==> config.mk <==
export PLATFORM = sky130hd
export DESIGN_NAME = fsm_seq_arbiter_flat
export DESIGN_NICKNAME = d
export VERILOG_FILES = /design/src/rtl/fsm_seq_arbiter_pkg.sv /design/src/rtl/fsm_seq_arbiter_if.sv /design/src/rtl/fsm_seq_arbiter_rr_arb2.sv /design/src/rtl/fsm_seq_arbiter.sv /design/src/flat_wrapper.sv
export SDC_FILE = /design/constraint.sdc
export NUM_CORES = 1
export LEC_CHECK = 0
export ABC_AREA = 1
export CELL_PAD_IN_SITES_DETAIL_PLACEMENT = 1
export CELL_PAD_IN_SITES_GLOBAL_PLACEMENT = 2
export CORE_AREA = 2 2 109 100
export DETAILED_ROUTE_END_ITERATION = 10
export DIE_AREA = 0 0 111 102
export GPL_ROUTABILITY_DRIVEN = 0
export PLACE_DENSITY_LB_ADDON = 0.15
export RECOVER_POWER = 50
export SLEW_MARGIN = 20
export SYNTH_ARGS = -nofsm -noshare
export SYNTH_HDL_FRONTEND = slang
export SYNTH_HIERARCHICAL = 1
export SYNTH_SLANG_ARGS = --single-unit
==> constraint.sdc <==
create_clock -name clk -period 1.55 [get_ports clk]
set_input_delay 0.155 -clock clk [delete_from_list [all_inputs] [get_ports clk]]
set_output_delay 0.155 -clock clk [all_outputs]
set_load 0.01 [all_outputs]
==> src/rtl/fsm_seq_arbiter_pkg.sv <==
// Shared types, state encodings and helpers for the sequenced-FSM arbiter.
// The state encoding is kept as fixed constants so legacy tooling sees the same values.
package fsm_seq_pkg;

   typedef logic [2:0] state_t;

   localparam state_t IDLE  = 3'd0;
   localparam state_t CLEAR = 3'd1;
   localparam state_t FEED  = 3'd2;
   localparam state_t DRAIN = 3'd3;
   localparam state_t DONE  = 3'd4;

   localparam logic [1:0] HIT_STATE_DEF = 2'b11;

   typedef logic owner_t;

   // Single requester wins outright; on a tie the one that did not go last wins.
   function automatic owner_t rr_pick(input logic [1:0] req, input owner_t last_owner);
      owner_t pick;
      case (req)
         2'b01:   pick = 1'b0;
         2'b10:   pick = 1'b1;
         2'b11:   pick = ~last_owner;
         default: pick = ~last_owner;
      endcase
      return pick;
   endfunction

   function automatic logic [1:0] owner_onehot(input owner_t owner);
      return owner ? 2'b10 : 2'b01;
   endfunction

endpackage

==> src/rtl/fsm_seq_arbiter_if.sv <==
// Requester-side and FSM-side signals of the sequenced-FSM arbiter.
// master is the arbiter; slave is the environment (requesters plus the shared FSM).
interface fsm_seq_arbiter_if #(
   parameter int unsigned PAT_W = 16,
   parameter int unsigned CNT_W = 5
);

   logic [1:0]       req;
   logic [PAT_W-1:0] pat0;
   logic [PAT_W-1:0] pat1;
   logic [CNT_W-1:0] len0;
   logic [CNT_W-1:0] len1;
   logic [1:0]       gnt;
   logic             busy;
   logic [1:0]       done;
   logic [1:0]       res_state;
   logic [CNT_W-1:0] res_hits;
   logic             fsm_clr;
   logic             fsm_step;
   logic             fsm_inp;
   logic [1:0]       fsm_state;

   modport master (
      input  req, pat0, pat1, len0, len1, fsm_state,
      output gnt, busy, done, res_state, res_hits, fsm_clr, fsm_step, fsm_inp
   );

   modport slave (
      output req, pat0, pat1, len0, len1, fsm_state,
      input  gnt, busy, done, res_state, res_hits, fsm_clr, fsm_step, fsm_inp
   );

endinterface

==> src/rtl/fsm_seq_arbiter_rr_arb2.sv <==
// Two-requester round-robin picker; remembers the last served owner.
// last_owner resets to 1 so requester 0 wins the first tie.
module rr_arb2
   import fsm_seq_pkg::*;
(
   input  logic       clk,
   input  logic       rst,
   input  logic [1:0] req,
   input  logic       upd,
   input  owner_t     upd_owner,
   output owner_t     pick
);

   owner_t last_owner_q;
   owner_t last_owner_d;

   always_comb begin
      last_owner_d = last_owner_q;
      if (upd) begin
         last_owner_d = upd_owner;
      end
   end

   always_ff @(posedge clk or negedge rst) begin
      if (!rst) begin
         last_owner_q <= 1'b1;
      end else begin
         last_owner_q <= last_owner_d;
      end
   end

   assign pick = rr_pick(req, last_owner_q);

endmodule

==> src/rtl/fsm_seq_arbiter.sv <==
// Grants the shared 2-bit FSM to one of two requesters, clears it, feeds the
// owner's pattern LSB-first and reports the final state plus hit count.
module fsm_seq_arbiter
   import fsm_seq_pkg::*;
#(
   parameter int unsigned PAT_W     = 16,
   parameter int unsigned CNT_W     = 5,
   parameter logic [1:0]  HIT_STATE = HIT_STATE_DEF
) (
   input logic               clk,
   input logic               rst,
   fsm_seq_arbiter_if.master bus
);

   state_t           state_q,     state_d;
   owner_t           owner_q,     owner_d;
   logic [PAT_W-1:0] shreg_q,     shreg_d;
   logic [CNT_W-1:0] cnt_q,       cnt_d;
   logic [CNT_W-1:0] hits_q,      hits_d;
   logic             stepped_q,   stepped_d;
   logic [1:0]       res_state_q, res_state_d;
   logic [CNT_W-1:0] res_hits_q,  res_hits_d;

   owner_t           pick;
   logic [PAT_W-1:0] pat_sel;
   logic [CNT_W-1:0] len_sel;
   logic [CNT_W-1:0] len_clamped;
   logic [CNT_W-1:0] hits_sat;
   logic [CNT_W-1:0] hits_upd;
   logic             hit_now;

   rr_arb2 u_rr_arb2 (
      .clk       (clk),
      .rst       (rst),
      .req       (bus.req),
      .upd       (state_q == DONE),
      .upd_owner (owner_q),
      .pick      (pick)
   );

   assign pat_sel     = pick ? bus.pat1 : bus.pat0;
   assign len_sel     = pick ? bus.len1 : bus.len0;
   assign len_clamped = (len_sel > CNT_W'(PAT_W)) ? CNT_W'(PAT_W) : len_sel;

   // The FSM output lags each step by one cycle, hence the registered step flag.
   assign hit_now  = stepped_q && (bus.fsm_state == HIT_STATE);
   assign hits_sat = (&hits_q) ? hits_q : hits_q + CNT_W'(1);
   assign hits_upd = hit_now ? hits_sat : hits_q;

   always_comb begin
      state_d     = state_q;
      owner_d     = owner_q;
      shreg_d     = shreg_q;
      cnt_d       = cnt_q;
      hits_d      = hits_q;
      res_state_d = res_state_q;
      res_hits_d  = res_hits_q;
      stepped_d   = (state_q == FEED);

      case (state_q)
         IDLE: begin
            if (bus.req != 2'b00) begin
               owner_d = pick;
               shreg_d = pat_sel;
               cnt_d   = len_clamped;
               hits_d  = '0;
               state_d = CLEAR;
            end
         end
         CLEAR: begin
            state_d = (cnt_q != '0) ? FEED : DRAIN;
         end
         FEED: begin
            hits_d  = hits_upd;
            shreg_d = shreg_q >> 1;
            cnt_d   = cnt_q - CNT_W'(1);
            if (cnt_q == CNT_W'(1)) begin
               state_d = DRAIN;
            end
         end
         DRAIN: begin
            hits_d      = hits_upd;
            res_state_d = bus.fsm_state;
            res_hits_d  = hits_upd;
            state_d     = DONE;
         end
         DONE: begin
            state_d = IDLE;
         end
         default: begin
            state_d = IDLE;
         end
      endcase
   end

   always_ff @(posedge clk or negedge rst) begin
      if (!rst) begin
         state_q     <= IDLE;
         owner_q     <= 1'b0;
         shreg_q     <= '0;
         cnt_q       <= '0;
         hits_q      <= '0;
         stepped_q   <= 1'b0;
         res_state_q <= 2'b00;
         res_hits_q  <= '0;
      end else begin
         state_q     <= state_d;
         owner_q     <= owner_d;
         shreg_q     <= shreg_d;
         cnt_q       <= cnt_d;
         hits_q      <= hits_d;
         stepped_q   <= stepped_d;
         res_state_q <= res_state_d;
         res_hits_q  <= res_hits_d;
      end
   end

   assign bus.busy      = (state_q != IDLE);
   assign bus.gnt       = (state_q != IDLE) ? owner_onehot(owner_q) : 2'b00;
   assign bus.done      = (state_q == DONE) ? owner_onehot(owner_q) : 2'b00;
   assign bus.fsm_clr   = (state_q == CLEAR);
   assign bus.fsm_step  = (state_q == FEED);
   assign bus.fsm_inp   = (state_q == FEED) && shreg_q[0];
   assign bus.res_state = res_state_q;
   assign bus.res_hits  = res_hits_q;

endmodule

==> src/flat_wrapper.sv <==
// flat-port wrapper written by rule: the top's interface ports become plain ports
module fsm_seq_arbiter_flat import fsm_seq_pkg::*;
#(
   parameter int unsigned PAT_W     = 16,
   parameter int unsigned CNT_W     = 5,
   parameter logic [1:0]  HIT_STATE = HIT_STATE_DEF
)
  (clk, rst, bus_req, bus_pat0, bus_pat1, bus_len0, bus_len1, bus_fsm_state, bus_gnt, bus_busy, bus_done, bus_res_state, bus_res_hits, bus_fsm_clr, bus_fsm_step, bus_fsm_inp);
  fsm_seq_arbiter_if #(.PAT_W(PAT_W), .CNT_W(CNT_W)) bus_i ();
  input logic clk;
  input logic rst;
  input wire logic [$bits(bus_i.req)-1:0] bus_req;
  input wire logic [$bits(bus_i.pat0)-1:0] bus_pat0;
  input wire logic [$bits(bus_i.pat1)-1:0] bus_pat1;
  input wire logic [$bits(bus_i.len0)-1:0] bus_len0;
  input wire logic [$bits(bus_i.len1)-1:0] bus_len1;
  input wire logic [$bits(bus_i.fsm_state)-1:0] bus_fsm_state;
  output wire logic [$bits(bus_i.gnt)-1:0] bus_gnt;
  output wire logic [$bits(bus_i.busy)-1:0] bus_busy;
  output wire logic [$bits(bus_i.done)-1:0] bus_done;
  output wire logic [$bits(bus_i.res_state)-1:0] bus_res_state;
  output wire logic [$bits(bus_i.res_hits)-1:0] bus_res_hits;
  output wire logic [$bits(bus_i.fsm_clr)-1:0] bus_fsm_clr;
  output wire logic [$bits(bus_i.fsm_step)-1:0] bus_fsm_step;
  output wire logic [$bits(bus_i.fsm_inp)-1:0] bus_fsm_inp;
  assign bus_i.req = bus_req;
  assign bus_i.pat0 = bus_pat0;
  assign bus_i.pat1 = bus_pat1;
  assign bus_i.len0 = bus_len0;
  assign bus_i.len1 = bus_len1;
  assign bus_i.fsm_state = bus_fsm_state;
  assign bus_gnt = bus_i.gnt;
  assign bus_busy = bus_i.busy;
  assign bus_done = bus_i.done;
  assign bus_res_state = bus_i.res_state;
  assign bus_res_hits = bus_i.res_hits;
  assign bus_fsm_clr = bus_i.fsm_clr;
  assign bus_fsm_step = bus_i.fsm_step;
  assign bus_fsm_inp = bus_i.fsm_inp;
  fsm_seq_arbiter #(.PAT_W(PAT_W), .CNT_W(CNT_W), .HIT_STATE(HIT_STATE)) u_core (.clk(clk), .rst(rst), .bus(bus_i));
endmodule
==> results of run 1 <==
[cell type report]
class,instances,share of cell area [%]
clock inverters,2,0.9773
multi-input cells,232,33.33
inverters,43,4.572
well taps,129,4.503
flip-flops and latches,39,27.29
clock buffers,6,3.874
repair buffers,93,25.45
[report_power, final]
group	total, mW	internal (mW)	leakage (nW)	switching, mW
registers	1.66	1.44	0.497	0.227
logic	3.58	1.61	1.13	1.97
clock network	1.21	0.800	0.0868	0.409
total	6.45	3.85	1.71	2.61
[worst max-delay path: stages (launching register included)]
cell	delay [ps]
dfstp_2	540
inv_2	40
nand2_2	70
nand2_4	90
buf_12	160
nand2_4	60
nand2_4	50
nor2_2	90
nand2_1	70
nand2_2	100
nand2_2	60
a21oi_2	120
[routing by layer]
| metal | share of wire, % | vias up | GRT usage, % |
|---|---|---|---|
| met5 | 0 | - | 0 |
| met4 | 0.84 | 0 | 3.173 |
| met3 | 3.9 | 4 | 2.728 |
| met2 | 46 | 47 | 22.23 |
| met1 | 50 | 1115 | 17.49 |
| li1 | - | 1195 | - |
[cells by family (layout without fill, tap and decap cells)]
| kind of cell | after synthesis | count (layout) |
|---|---|---|
| AO/OA/AOI/OAI | 65 | 65 |
| AND/OR/NAND/NOR | 162 | 162 |
| buffers and inverters | 55 | 144 |
| flip-flops | 39 | 39 |
| adder cells (fa/ha/maj) | 4 | 4 |
| XOR/XNOR | 1 | 1 |
[metrics by stage]
stage | cell area [sq um] | util, % | std cells
4_1_cts | 3503 | 34.63 | 543
5_1_grt | 3585 | 35.44 | 544
2_1_floorplan | 2290 | - | 326
6_report | 3585 | 35.44 | 544
3_5_place_dp | 3221 | 31.84 | 528
3_3_place_gp | 3221 | 31.84 | 528
[registers in the layout, indices dropped and copies added (netlist names)]
register,cells
u_core/cnt_q,5
u_core/owner_q,1
u_core/hits_q,5
u_core/shreg_q,16
u_core/u_rr_arb2/last_owner_q,1
u_core/stepped_q,1
u_core/bus.res_state,2
u_core/state_q,3
u_core/bus.res_hits,5
[repair_timing]
action	CTS	global route
gates cloned	1	0
resized for setup	30	41
setup buffers	5	2
hold buffers	1	0
hold endpoints to repair	11	0
setup endpoints to repair	29	27
pin swaps	10	16
[worst min path at each step]
| stage | startpoint | to | slack [ps] | cells after the start |
|---|---|---|---|---|
| finish | rst | u_core/bus.res_hits[2] | 430 | 2 |
| global route | bus_fsm_state[1] | u_core/bus.res_state[1] | 470 | 3 |
| CTS | rst | u_core/bus.res_hits[3] | 310 | 2 |
| detailed placement | rst | u_core/bus.res_hits[3] | 70 | 1 |
| global placement | rst | u_core/hits_q[3] | 70 | 1 |
| floorplan | rst | u_core/bus.res_hits[0] | -140 | 0 |
[synth_stat cells, types with 2 or more instances]
| cell | count | share of area (%) |
|---|---|---|
| ha_1 | 4 | 2.2 |
| or2_2 | 2 | 0.55 |
| inv_2 | 5 | 0.82 |
| a21oi_1 | 20 | 4.4 |
| dfrtp_1 | 38 | 42 |
| nor2_1 | 35 | 5.7 |
| buf_6 | 5 | 2.5 |
| o22ai_1 | 2 | 0.55 |
| nor2_4 | 3 | 1.5 |
| nand3_1 | 11 | 2.4 |
| nand2_1 | 105 | 17 |
| nand2_2 | 3 | 0.82 |
| inv_1 | 38 | 6.2 |
| buf_2 | 5 | 1.1 |
| o21ai_1 | 19 | 4.2 |
| o21ai_0 | 22 | 4.8 |
==> flow_summary_export.csv, run 1 <==
group,metric,value,unit
clocking,clk_pin_slew,60,ps
pwr,ir_drop,0.0005504,V
finish,layout_commonest_cell,"nand2_1",
synthesis,synthAdderAreaFrac,2.186,%
min_path,hold_class,"in -> async",
finish,nNetsFinal,466,
clocking,cts-root-buf,"clkbuf_16",
critical_path,r2r_slack,30,ps
die,fp.dieH,102,microns
finish,mostFrequentLayoutCells,"87 x nand2_1, 51 x clkdlybuf4s50_1, 37 x dfrtp_1, 36 x inv_1, 34 x nor2_1",
routing,remaining_drc_errors,0,
timing,post-route-min-period,1520,ps
critical_path,crit_path_start_kind,"register",
finish,antenna_cells,0,
synthesis,synth_area,0.002290,sq mm
clocking,clk_path_buf_depth,2,
timing,slew_viol_final,0,
global_routing,grt_usage,13.15,%
timing,setup_viol,0,
finish,n_fill_cell,1270,
synthesis,yosys.area_share.simple,29.13,%
timing,setup_ws,29.93,ps
synthesis,ys_warn_count,6,
timing,setup_tns,0,ps
global_routing,antenna_found_initial,0,
pwr,power_density,1800,mW/mm^2
synthesis,yosysSeqAreaShare,42.68,%
flow_run,cap_viol_max_count,0,
routing,drt_wl_total,7056,microns
clocking,cts_made_buffers,5,
critical_path,reg2reg_to,"u_core/cnt_q[3]",
synthesis,ys_types,25,
pwr,leakagePower,1.711,nW
clocking,clock_latency,280,ps
critical_path,path_class,"reg -> reg",
clocking,htree_levels,2,
clocking,clkSinkCount,39,
global_routing,grt_max_degree,21,
routing,via_per_inst,4.340,
routing,routed-via-count,2361,
synthesis,synth_top_family_by_area,"simple AND/OR/NAND/NOR gates",
synthesis,syn_nets,378,
die,rows,35,
finish,drive_gt1_share,20.48,%
timing,rsz0062_at_grt,"yes",
synthesis,syn_area_per_cell,7.024,sq um
timing,hold_slack,426.7,ps
finish,seq_area,978.4,sq um
critical_path,critPathMaxFanout,6,
global_routing,grt_pass1_vias,2410,
die,die_area,0.01132,sq mm
finish,multiInputGateArea,0.001195,sq mm
die,core_area,0.01012,sq mm
timing,period_share,98.07,%
run_status,outcome,"completed",
critical_path,crit_path_end,"u_core/cnt_q[3]",
synthesis,async_reset_ff_share,100.0,%
synthesis,synth_compound_area_share,14.48,%
routing,initialDrtViolationCount,61,
synthesis,synth.mux.area_fraction,0,%
placement,dp_slack,-509.1,ps
timing,finalHoldViolations,0,
global_routing,gr-total-overflow,0,
critical_path,reg2reg_from,"u_core/u_rr_arb2/last_owner_q",
die,die_w,111,microns
timing,tightestPinTransition,692.1,ps
synthesis,synthCells,326,
clocking,cts_tree,"done",
placement,hpwlAfterDp,5147,microns
timing,relSlewSlack,53.86,%
die,start_util,22.63,%
global_routing,grt_pass1_wl,11990,microns
synthesis,synth_seq_cells,39,
timing,skew,5.901,ps
routing,ant_nets,0,
pwr,total_power,6.453,mW
critical_path,r2r_cells,11,
critical_path,startpoint,"u_core/u_rr_arb2/last_owner_q",
finish,area_growth,56.56,%
die,boundaryPins,63,
synthesis,synthXorXnorAreaFrac,0.3825,%
routing,wl_per_cell,12.97,microns
placement,io_buffers,62,
synthesis,synthFlopType,"dfrtp_1",
routing,drtPass1Iterations,4,
critical_path,worst_ep_arrival_time,1730,ps
critical_path,required,1760,ps
critical_path,crit_path_end_kind,"register",
synthesis,synth_edf_count,0,
timing,max_freq,657.9,MHz
No activity file was read; power rests on OpenSTA's default activity.
==> run 2, diff against run 1 <==
Settings changed: CORE_AREA 2 2 109 100 to 2 2 102 95, DIE_AREA 0 0 111 102 to 0 0 104 97.
Clock period 1.55 ns to 1.42 ns, I/O delays scaled along.
==> flow_summary_export.csv, run 2 (synthesized netlist as in run 1, its figures left out) <==
group,metric,value,unit
run_status,outcome,"finished with violations",
run_status,violations,"setup timing",
global_routing,grt_max_degree,22,
timing,setup_viol,24,
finish,n_fill_cell,1115,
global_routing,grt_pass1_wl,11590,microns
critical_path,required,1600,ps
finish,regMostFlops,"u_core/shreg_q",
clocking,clock_latency,300,ps
critical_path,reg2reg_from,"u_core/state_q[1]",
timing,finalHoldViolations,0,
timing,relSlewSlack,64.10,%
routing,initialDrtViolationCount,56,
timing,setup_ws,-45.82,ps
die,die_w,104,microns
die,rows,33,
pwr,p_int,4.473,mW
critical_path,r2r_cells,8,
clocking,clk_path_buf_depth,2,
clocking,clkSinkCount,39,
timing,post-route-min-period,1466,ps
pwr,pwr-share-seq,22.9,%
global_routing,antenna_found_initial,0,
routing,drtPass1Iterations,4,
critical_path,path_class,"reg -> reg",
pwr,pwr-share-clk,10.9,%
timing,rsz0062_at_grt,"yes",
finish,mostFrequentLayoutCells,"80 x nand2_1, 51 x clkdlybuf4s50_1, 38 x dfrtp_1, 33 x inv_1, 30 x nor2_1",
finish,drive_gt1_share,32.87,%
finish,layout_commonest_cell,"nand2_1",
finish,largest_reg_flops,16,
pwr,ir_drop,0.0005331,V
die,fp.dieH,97,microns
pwr,leakagePower,1.788,nW
die,start_util,25.67,%
clocking,htree_levels,2,
placement,hpwlAfterDp,5152,microns
routing,routed-via-count,2443,
critical_path,r2r_slack,-50,ps
timing,max_freq,682.2,MHz
placement,dp_slack,-576.0,ps
flow_run,cap_viol_max_count,0,
critical_path,crit_path_end_kind,"register",
routing,wl_per_cell,13.70,microns
global_routing,grt_pass1_vias,2506,
global_routing,gr-total-overflow,0,
global_routing,grt_usage,14.18,%
timing,period_share,103.2,%
finish,post-route-util,42.83,%
timing,slew_viol_final,0,
routing,remaining_drc_errors,0,
min_path,hold_class,"in -> async",
routing,drt_wl_total,7547,microns
pwr,switching_power,3.307,mW
routing,ant_nets,0,
timing,skew,6.061,ps
clocking,cts_tree,"done",
pwr,total_power,7.780,mW
timing,hold_slack,355.3,ps
die,boundaryPins,63,
clocking,cts-root-buf,"clkbuf_8",
pwr,sw_frac_of_total,42.51,%
clocking,clk_pin_slew,80,ps
die,die_area,0.01009,sq mm
clocking,cts_made_buffers,5,
die,core_area,0.008919,sq mm
critical_path,critPathMaxFanout,4,
finish,area_growth,66.83,%
finish,antenna_cells,0,
critical_path,reg2reg_to,"u_core/hits_q[4]",
finish,nNetsFinal,480,
critical_path,crit_path_start_kind,"register",
critical_path,worst_ep_arrival_time,1650,ps
placement,io_buffers,62,
routing,via_per_inst,4.434,
pwr,combPwrFrac,66.2,%
pwr,power_density,2037,mW/mm^2
timing,tightestPinTransition,538.5,ps
[run 2: cell types whose count changed in the layout (fill, tap and decap cells not counted), moves of 6 or more]
| cell | previous run | this run |
|---|---|---|
| o21ai_0 | 14 | 5 |
| nand2_1 | 87 | 80 |
| nand2_2 | 12 | 20 |
| clkbuf_8 | 1 | 7 |
| buf_6 | 2 | 12 |
| o21ai_1 | 27 | 16 |
| o21ai_2 | 0 | 20 |
[run 2: per-stage QoR]
step	setup TNS, ps	instances	area, sq um
floorplan	0	326	2297
global placement	-10770	525	3207
detailed placement	-11480	525	3207
CTS	-91.74	542	3466
global route	-2680	551	3820
finish	-450.5	551	3820
[run 2: power by group through the flow]
| stage | Clock [mW] | Sequential [mW] | Combinational [mW] |
|---|---|---|---|
| global route | 0.927 | 1.83 | 5.66 |
| finish | 0.847 | 1.79 | 5.15 |
| global placement | 0 | 1.81 | 3.53 |
| CTS | 0.878 | 1.78 | 3.94 |
| detailed placement | 0 | 1.82 | 3.58 |
| floorplan | 0 | 1.80 | 2.16 |
[run 2: final cells by class]
type	instances	area [sq um]	share of cell area, %
multi-input combinational	233	1338	35.01
tap	122	152.6	3.996
inverter	43	178.9	4.684
timing repair buffer	106	1074	28.10
sequential	39	977.2	25.58
clock buffer	8	100.1	2.620
[run 2: worst max-delay path by stage]
stage	start	endpoint	slack [ps]
floorplan	u_core/u_rr_arb2/last_owner_q	u_core/shreg_q[4]	10
finish	u_core/state_q[1]	u_core/hits_q[4]	-50
global route	u_core/u_rr_arb2/last_owner_q	u_core/cnt_q[3]	-140
CTS	u_core/state_q[2]	bus_fsm_inp	-30
detailed placement	bus_req[0]	u_core/cnt_q[3]	-580
global placement	bus_req[0]	u_core/cnt_q[3]	-520
[run 2: repair_timing]
item,in CTS,in global routing
gates resized for setup,59,84
buffers inserted,7,5
endpoints found under the setup margin,29,37
cloned,1,5
pin swaps,8,25
hold buffers,1,0
endpoints found under the hold margin,17,0
[run 2: routing by layer]
| metal | track usage (%) | vias up | wire, microns |
|---|---|---|---|
| met4 | 5.198 | 0 | 109 |
| met3 | 2.291 | 8 | 178 |
| met5 | 0 | - | 0 |
| met1 | 17.70 | 1174 | 3372 |
| met2 | 24.65 | 38 | 3886 |
| li1 | - | 1223 | - |
[run 2: worst max-delay path: stages (launching register included)]
cell and delay, ps:
dfrtp_1 410, nor2_2 160, buf_4 140, buf_6 90
nand3_4 130, buf_6 180, nand2_4 70, buf_6 100
o22ai_1 60
